### src/rtl/ce_gen_multi_if.sv
// Bus bundle for the multi-channel clock-enable generator: per-channel
// configuration in, enable and mid-period strobes out.
interface ce_gen_multi_if #(
  parameter int unsigned NUM_CH = 2,
  parameter int unsigned CNT_W  = 8,
  parameter int unsigned ACC_W  = 16
);
  logic [NUM_CH-1:0]       en;
  logic [NUM_CH-1:0]       mode;
  logic [NUM_CH*CNT_W-1:0] div;
  logic [NUM_CH*ACC_W-1:0] inc;
  logic [NUM_CH-1:0]       ce;
  logic [NUM_CH-1:0]       ce_mid;

  modport master (
    output en, mode, div, inc,
    input  ce, ce_mid
  );

  modport slave (
    input  en, mode, div, inc,
    output ce, ce_mid
  );
endinterface

### src/rtl/ce_gen_multi.sv
// Multi-channel clock-enable generator: per channel, either divide-by-(div+1)
// or a phase-accumulator fractional rate, with period-boundary reconfiguration.
module ce_gen_multi #(
  parameter int unsigned NUM_CH = 2,
  parameter int unsigned CNT_W  = 8,
  parameter int unsigned ACC_W  = 16
) (
  input  logic           clk_sys,
  input  logic           reset,
  input  logic           sync,
  ce_gen_multi_if.slave  bus
);

  logic [CNT_W-1:0]  div_w   [NUM_CH];
  logic [ACC_W-1:0]  inc_w   [NUM_CH];
  logic [CNT_W-1:0]  mid_w   [NUM_CH];
  logic [ACC_W:0]    sum_w   [NUM_CH];

  logic [CNT_W-1:0]  cnt_q     [NUM_CH];
  logic [CNT_W-1:0]  cnt_d     [NUM_CH];
  logic [ACC_W-1:0]  acc_q     [NUM_CH];
  logic [ACC_W-1:0]  acc_d     [NUM_CH];
  logic [CNT_W-1:0]  cur_div_q [NUM_CH];
  logic [CNT_W-1:0]  cur_div_d [NUM_CH];
  logic [NUM_CH-1:0] cur_mode_q, cur_mode_d;
  logic [NUM_CH-1:0] ce_q, ce_d;
  logic [NUM_CH-1:0] ce_mid_q, ce_mid_d;

  // Unpack per-channel configuration and precompute mid-point and accumulator sum.
  for (genvar g = 0; g < NUM_CH; g++) begin : g_ch
    assign div_w[g] = bus.div[g*CNT_W +: CNT_W];
    assign inc_w[g] = bus.inc[g*ACC_W +: ACC_W];
    assign mid_w[g] = CNT_W'(({1'b0, cur_div_q[g]} + (CNT_W+1)'(1)) >> 1);
    assign sum_w[g] = {1'b0, acc_q[g]} + {1'b0, inc_w[g]};
  end

  always_ff @(posedge clk_sys) begin
    if (reset) begin
      for (int i = 0; i < int'(NUM_CH); i++) begin
        cnt_q[i]     <= '0;
        acc_q[i]     <= '0;
        cur_div_q[i] <= div_w[i];
      end
      cur_mode_q <= bus.mode;
      ce_q       <= '0;
      ce_mid_q   <= '0;
    end else begin
      cnt_q      <= cnt_d;
      acc_q      <= acc_d;
      cur_div_q  <= cur_div_d;
      cur_mode_q <= cur_mode_d;
      ce_q       <= ce_d;
      ce_mid_q   <= ce_mid_d;
    end
  end

  always_comb begin
    cnt_d      = cnt_q;
    acc_d      = acc_q;
    cur_div_d  = cur_div_q;
    cur_mode_d = cur_mode_q;
    ce_d       = '0;
    ce_mid_d   = '0;
    for (int i = 0; i < int'(NUM_CH); i++) begin
      if (sync || !bus.en[i]) begin
        // Idle/aligned: hold at period start and keep tracking the inputs.
        cnt_d[i]      = '0;
        acc_d[i]      = '0;
        cur_div_d[i]  = div_w[i];
        cur_mode_d[i] = bus.mode[i];
      end else if (!cur_mode_q[i]) begin
        // Accumulator is parked at 0 so a switch into fractional starts clean.
        acc_d[i]    = '0;
        ce_mid_d[i] = (cur_div_q[i] != '0) && (cnt_q[i] == mid_w[i]);
        if (cnt_q[i] == cur_div_q[i]) begin
          cnt_d[i]      = '0;
          ce_d[i]       = 1'b1;
          cur_div_d[i]  = div_w[i];
          cur_mode_d[i] = bus.mode[i];
        end else begin
          cnt_d[i] = cnt_q[i] + CNT_W'(1);
        end
      end else begin
        // Fractional: every edge is a boundary; the carry is the enable.
        cnt_d[i]      = '0;
        acc_d[i]      = sum_w[i][ACC_W-1:0];
        ce_d[i]       = sum_w[i][ACC_W];
        cur_div_d[i]  = div_w[i];
        cur_mode_d[i] = bus.mode[i];
      end
    end
  end

  assign bus.ce     = ce_q;
  assign bus.ce_mid = ce_mid_q;

endmodule

### src/flat_wrapper.sv
// flat-port wrapper written by rule: the top's interface ports become plain ports
module ce_gen_multi_flat 
#(
  parameter int unsigned NUM_CH = 2,
  parameter int unsigned CNT_W  = 8,
  parameter int unsigned ACC_W  = 16
)
  (clk_sys, reset, sync, bus_en, bus_mode, bus_div, bus_inc, bus_ce, bus_ce_mid);
  ce_gen_multi_if #(.NUM_CH(NUM_CH), .CNT_W(CNT_W), .ACC_W(ACC_W)) bus_i ();
  input  logic clk_sys;
  input  logic reset;
  input  logic sync;
  input wire logic [$bits(bus_i.en)-1:0] bus_en;
  input wire logic [$bits(bus_i.mode)-1:0] bus_mode;
  input wire logic [$bits(bus_i.div)-1:0] bus_div;
  input wire logic [$bits(bus_i.inc)-1:0] bus_inc;
  output wire logic [$bits(bus_i.ce)-1:0] bus_ce;
  output wire logic [$bits(bus_i.ce_mid)-1:0] bus_ce_mid;
  assign bus_i.en = bus_en;
  assign bus_i.mode = bus_mode;
  assign bus_i.div = bus_div;
  assign bus_i.inc = bus_inc;
  assign bus_ce = bus_i.ce;
  assign bus_ce_mid = bus_i.ce_mid;
  ce_gen_multi #(.NUM_CH(NUM_CH), .CNT_W(CNT_W), .ACC_W(ACC_W)) u_core (.clk_sys(clk_sys), .reset(reset), .sync(sync), .bus(bus_i));
endmodule
### config.mk
export PLATFORM = sky130hd
export DESIGN_NAME = ce_gen_multi_flat
export DESIGN_NICKNAME = d
export VERILOG_FILES = /design/src/rtl/ce_gen_multi_if.sv /design/src/rtl/ce_gen_multi.sv /design/src/flat_wrapper.sv
export SDC_FILE = /design/constraint.sdc
export NUM_CORES = 1
export LEC_CHECK = 0
export ABC_AREA = 0
export BUFFER_PORTS_ARGS = -buffer_cell sky130_fd_sc_hd__clkbuf_2
export CORE_ASPECT_RATIO = 0.8
export CORE_MARGIN = 8
export CORE_UTILIZATION = 53
export CTS_CLUSTER_DIAMETER = 50
export DETAILED_ROUTE_END_ITERATION = 8
export GPL_TIMING_DRIVEN = 0
export PLACE_DENSITY = 0.8
export SKIP_CTS_REPAIR_TIMING = 1
export SYNTH_ARGS = -nofsm -noshare
export SYNTH_HDL_FRONTEND = slang
export SYNTH_SLANG_ARGS = --single-unit
export TNS_END_PERCENT = 10
### constraint.sdc
create_clock -name clk_sys -period 2.1 [get_ports clk_sys]
set_clock_uncertainty 0.15 [all_clocks]
set_input_delay 0.105 -clock clk_sys [delete_from_list [all_inputs] [get_ports clk_sys]]
set_output_delay 0.105 -clock clk_sys [all_outputs]
set_load 0.01 [all_outputs]
# After elaboration in Yosys (flattened, before gate mapping)
# Index checks and enable logic that the tools add are counted.
[totals]
input_bits = 55
wordCells = 59
output_inout_bits = 4
reg_bits = 70
[classes]
bitwise_logic = 2
mux = 18
n_eq_ne = 4
n_reduce_logical = 18
addsub = 6
[op_table]
columns = ["op", "count"]
rows = [
  ["$mux W8", 6],
  ["$add A16 B16 Y17", 2],
  ["$eq A8 B8 Y1", 4],
  ["$add A8 B1 Y9 const B", 2],
  ["$add A8 B1 Y8 const B", 2],
  ["$mux W16", 1],
  ["$reduce_bool A8 Y1", 2],
  ["$reduce_or A3 Y1", 4],
  ["$mux W1", 10],
  ["$reduce_bool A4 Y1", 2],
  ["$reduce_or A4 Y1", 2],
  ["$reduce_or A2 Y1", 2],
  ["$logic_and A1 B1 Y1", 2],
  ["$logic_not A1 Y1", 2],
  ["$logic_or A1 B1 Y1", 2],
  ["$mux W2", 1],
  ["$not A1 Y1", 2],
]

# Longest topological paths before layout
[depth]
ltp_word = 5
ltp_mapped = 8
mapped_depth_nobuf = 8

# Least setup slack after synthesis
# No wires, ideal clock.
[synth_path]
path_kind = "reg-to-reg"
start = "register u_core.acc_q[0] (netlist name)"
end = "register u_core.acc_q[14] (netlist name)"
required_ns = 1.878
t_arrival_ns = 1.965
stages_incl_launch_ff = 9
path_buffers = 0
setup_time_ns = 0.072
setup_slack_ns = -0.087
period_less_slack_ns = 2.187
path_cell_list = "dfxtp_1 -> ha_1 -> fa_1 -> a211o_1 -> o211ai_2 -> o2bb2ai_1 -> nand4_1 -> a211oi_2 -> mux2i_1"
[synth_via]
elab_chain_len = 1
[synth_lines]
columns = ["element", "line_no", "rtl"]
rows = [
  ["start, declared", "ce_gen_multi.sv:21", "logic [ACC_W-1:0] acc_q [NUM_CH];"],
  ["start signal, assigned by index", "ce_gen_multi.sv:41", "acc_q[i] <= '0;"],
  ["start signal, assigned", "ce_gen_multi.sv:49", "acc_q <= acc_d;"],
  ["$add A16 B16 Y17", "ce_gen_multi.sv:34", "assign sum_w[g] = {1'b0, acc_q[g]} + {1'b0, inc_w[g]};"],
]
# Every way passes these cells.
# A chain may end at the register's enable or synchronous reset.

# Worst setup path after layout
# Ends and elaborated chain as after synthesis.

==> flow_metrics.py <==
metrics = {
    "clocking": {
        "clkTransAtPathRegs_ns": 0.08,
        "clk_path_buf_depth": 2,
        "htreeDepth": 3,
        "clk_latency_ns": 0.35,
        "cts_tree": "yes",
        "cts_root_buf": "clkbuf_8",
        "cts_sinks": 70,
        "cts_buffers": 9,
    },
    "global_route": {
        "grt_pass1_vias": 3732,
        "antenna_found_initial": 0,
        "grt.total_usage": 0.167,
        "grt_pass1_wl_um": 16300,
        "grt_max_degree": 18,
        "grt_overflow": 0,
    },
    "placement": {
        "dp_slack_ns": -0.178,
        "gp_congestion": 0.902,
        "dpl.hpwl_um": 7210,
        "numPortBuffers": 58,
    },
    "synthesis": {
        "synthXorXnorAreaFrac": 0.133,
        "synth.distinct_cells": 57,
        "synth_top_family_by_area": "simple AND/OR/NAND/NOR gates",
        "synthAdderAreaFrac": 0.117,
        "synthMuxAreaShare": 0.00680,
        "ys_async_sr_fraction": 0,
        "syn_inst": 498,
        "seq_area_frac_synth": 0.354,
        "ys_warn_count": 0,
        "syn_avg_cell_area_um2": 8.86,
        "ys.flop_type": "dfxtp_1",
        "synth-edff-count": 16,
        "synthesis.area_um2": 4410,
        "syn-num-nets": 593,
        "ys_seq_elements": 70,
        "synth_compound_area_frac": 0.154,
        "synthSimpleGateAreaFrac": 0.203,
    },
    "setup_path": {
        "startpoint": "u_core.acc_q[0]",
        "worstPathRequired_ns": 2.24,
        "worstSetupPathType": "register to register",
        "r2r_end": "u_core.acc_q[14]",
        "arrival_ns": 2.36,
        "ff2ff_setup_slack_ns": -0.12,
        "endpoint": "u_core.acc_q[14]",
        "end_kind": "register",
        "rr_worst_depth": 8,
        "path_max_fanout": 3,
        "regToRegStartpoint": "u_core.acc_q[0]",
        "cp-start-kind": "register",
    },
    "timing": {
        "timing.slew.headroom": 0.590,
        "period_share": 1.06,
        "hold_slack_ns": -0.0115,
        "finalSetupViolations": 4,
        "tightest_slew_ns": 0.612,
        "rsz0062_at_grt": "yes",
        "finalHoldViolCount": 1,
        "setup_slack_ns": -0.122,
        "slew_viol_final": 0,
        "fin_crit_ns": 2.22,
        "fmax_mhz": 450,
        "tns_ns": -0.270,
    },
    "route": {
        "drt_drc_violations_left": 0,
        "vias": 3850,
        "ant_nets": 0,
        "wl_per_cell_um": 14.3,
        "drt_wl_total_um": 10000,
        "first_iter_violations": 170,
        "first_pass_iters": 4,
        "via_per_inst": 5.48,
    },
    "floorplan": {
        "ios": 59,
        "core_area_um2": 8020,
        "die_h_um": 97.6,
        "die-width_um": 118,
        "start_util": 0.550,
        "rows": 29,
        "dieArea_um2": 11500,
    },
    "final_layout": {
        "n_antenna_cell": 0,
        "syn_to_final_growth_pct": 22.1,
        "final_util": 0.672,
        "n_fill_cell": 635,
        "fin_nets": 685,
        "drive_above_1_share": 0.198,
    },
    "min_path": {
        "hold_path.startpoint": "sync",
        "worstHoldPathType": "primary input to register",
    },
    "outcome": {
        "violations": "negative hold slack, negative setup slack",
        "status": "finished, violations left",
    },
    "power": {
        "leakagePower_uw": 0.00227,
        "finalPower_uw": 3330,
        "power.density_nw_per_um2": 618,
        "vdd_drop_max_uv": 381,
    },
    "run": {
        "drv_cap": 0,
    },
}
routing by layer:
metal / GRT usage / share of wire / wire [um]
met1: 0.193 / 0.44 / 4430
met2: 0.282 / 0.48 / 4810
met3: 0.0488 / 0.062 / 627
met4: 0.0688 / 0.017 / 167
met5: 0 / 0 / 0
sequential cells by signal, indices dropped and copies added (netlist names):
signal / flops
u_core.bus.ce: 2
u_core.bus.ce_mid: 2
u_core.acc_q: 32
u_core.cur_mode_q: 2
u_core.cur_div_q: 16
u_core.cnt_q: 16
cells in the final DEF, fill, tap and decap left out, types with 4 or more instances in the layout:
cell type      Yosys  layout
clkbuf_2           4      64
nor2_1            64      64
dfxtp_1           54      53
xnor2_1           38      38
nand2_1           37      36
ha_1              38      35
a21oi_1           33      32
xor2_1            29      29
nand3_1           25      25
dlygate4sd3_1      0      20
edfxtp_1          16      16
o21ai_0           13      13
inv_1             12      12
nand4_1           11      11
clkbuf_8           0      10
nor4_1             9       9
and2_1             8       8
buf_2              7       7
nand2b_1           7       7
nor3_1             7       7
a21o_1             7       7
clkbuf_1           8       6
and3_1             5       5
a31oi_1            6       5
o211ai_1           5       5
o31ai_1            4       4
how the worst min path moves through the flow:
| stage | end | slack, ns | cells after the start |
|---|---|---|---|
| after floorplan | u_core.cur_div_q[0] | 0.05 | 0 |
| after global placement | u_core.cur_div_q[8] | 0.13 | 1 |
| after detailed placement | u_core.cur_div_q[15] | 0.13 | 1 |
| after CTS | u_core.cur_div_q[12] | -0.24 | 1 |
| after global routing | u_core.acc_q[0] | 0.01 | 3 |
| final | u_core.bus.ce[1] | -0.01 | 4 |
cell type report:
| type | count | area [um2] | area share |
|---|---|---|---|
| plain buffers | 20 | 98.8 | 0.0183 |
| clock buffers | 11 | 163 | 0.0302 |
| clock inverters | 5 | 103 | 0.0190 |
| inverters | 12 | 45.0 | 0.00836 |
| multi-input cells | 396 | 2770 | 0.514 |
| flip-flops and latches | 70 | 1560 | 0.290 |
| well taps | 108 | 135 | 0.0251 |
| repair buffers | 81 | 513 | 0.0952 |
worst max-delay path: stages (launching register included):
cell and delay, ns:
dfxtp_2 0.33, ha_4 0.16, fa_2 0.38, a211o_1 0.28
o211ai_2 0.11, o2bb2ai_2 0.15, nand4_1 0.12, a211oi_2 0.28
mux2i_1 0.20
cell families after synthesis:
group	after synthesis
AND/OR/NAND/NOR	187
flip-flops	70
AO/OA/AOI/OAI	99
XOR/XNOR	67
multiplexers	3
adder cells (fa/ha/maj)	40
buffers and inverters	32
synth_stat cells, types with 8 or more instances:
master | instances | share of area
and2_1 | 8 | 0.011
ha_1 | 38 | 0.11
xor2_1 | 29 | 0.058
edfxtp_1 | 16 | 0.11
dfxtp_1 | 54 | 0.24
inv_1 | 12 | 0.010
o21ai_0 | 13 | 0.015
clkbuf_1 | 8 | 0.0068
a21oi_1 | 33 | 0.037
nand2_1 | 37 | 0.031
nor2_1 | 64 | 0.054
nor4_1 | 9 | 0.013
nand4_1 | 11 | 0.016
xnor2_1 | 38 | 0.075
nand3_1 | 25 | 0.028
power by group:
group	total (uW)	switching (uW)	internal, uW
registers	1450	33.5	1410
logic	440	232	208
clock network	1440	549	892
metrics by stage:
| stage | hold WS, ns | instances | cell area [um2] |
|---|---|---|---|
| final | -0.0115 | 703 | 5390 |
| after global routing | 0.0121 | 703 | 5390 |
| after CTS | -0.236 | 680 | 5110 |
| after detailed placement | 0.134 | 664 | 4850 |
| after global placement | 0.132 | 664 | 4850 |
| after floorplan | 0.0539 | 498 | 4420 |
No activity file was read; power rests on OpenSTA's default activity.
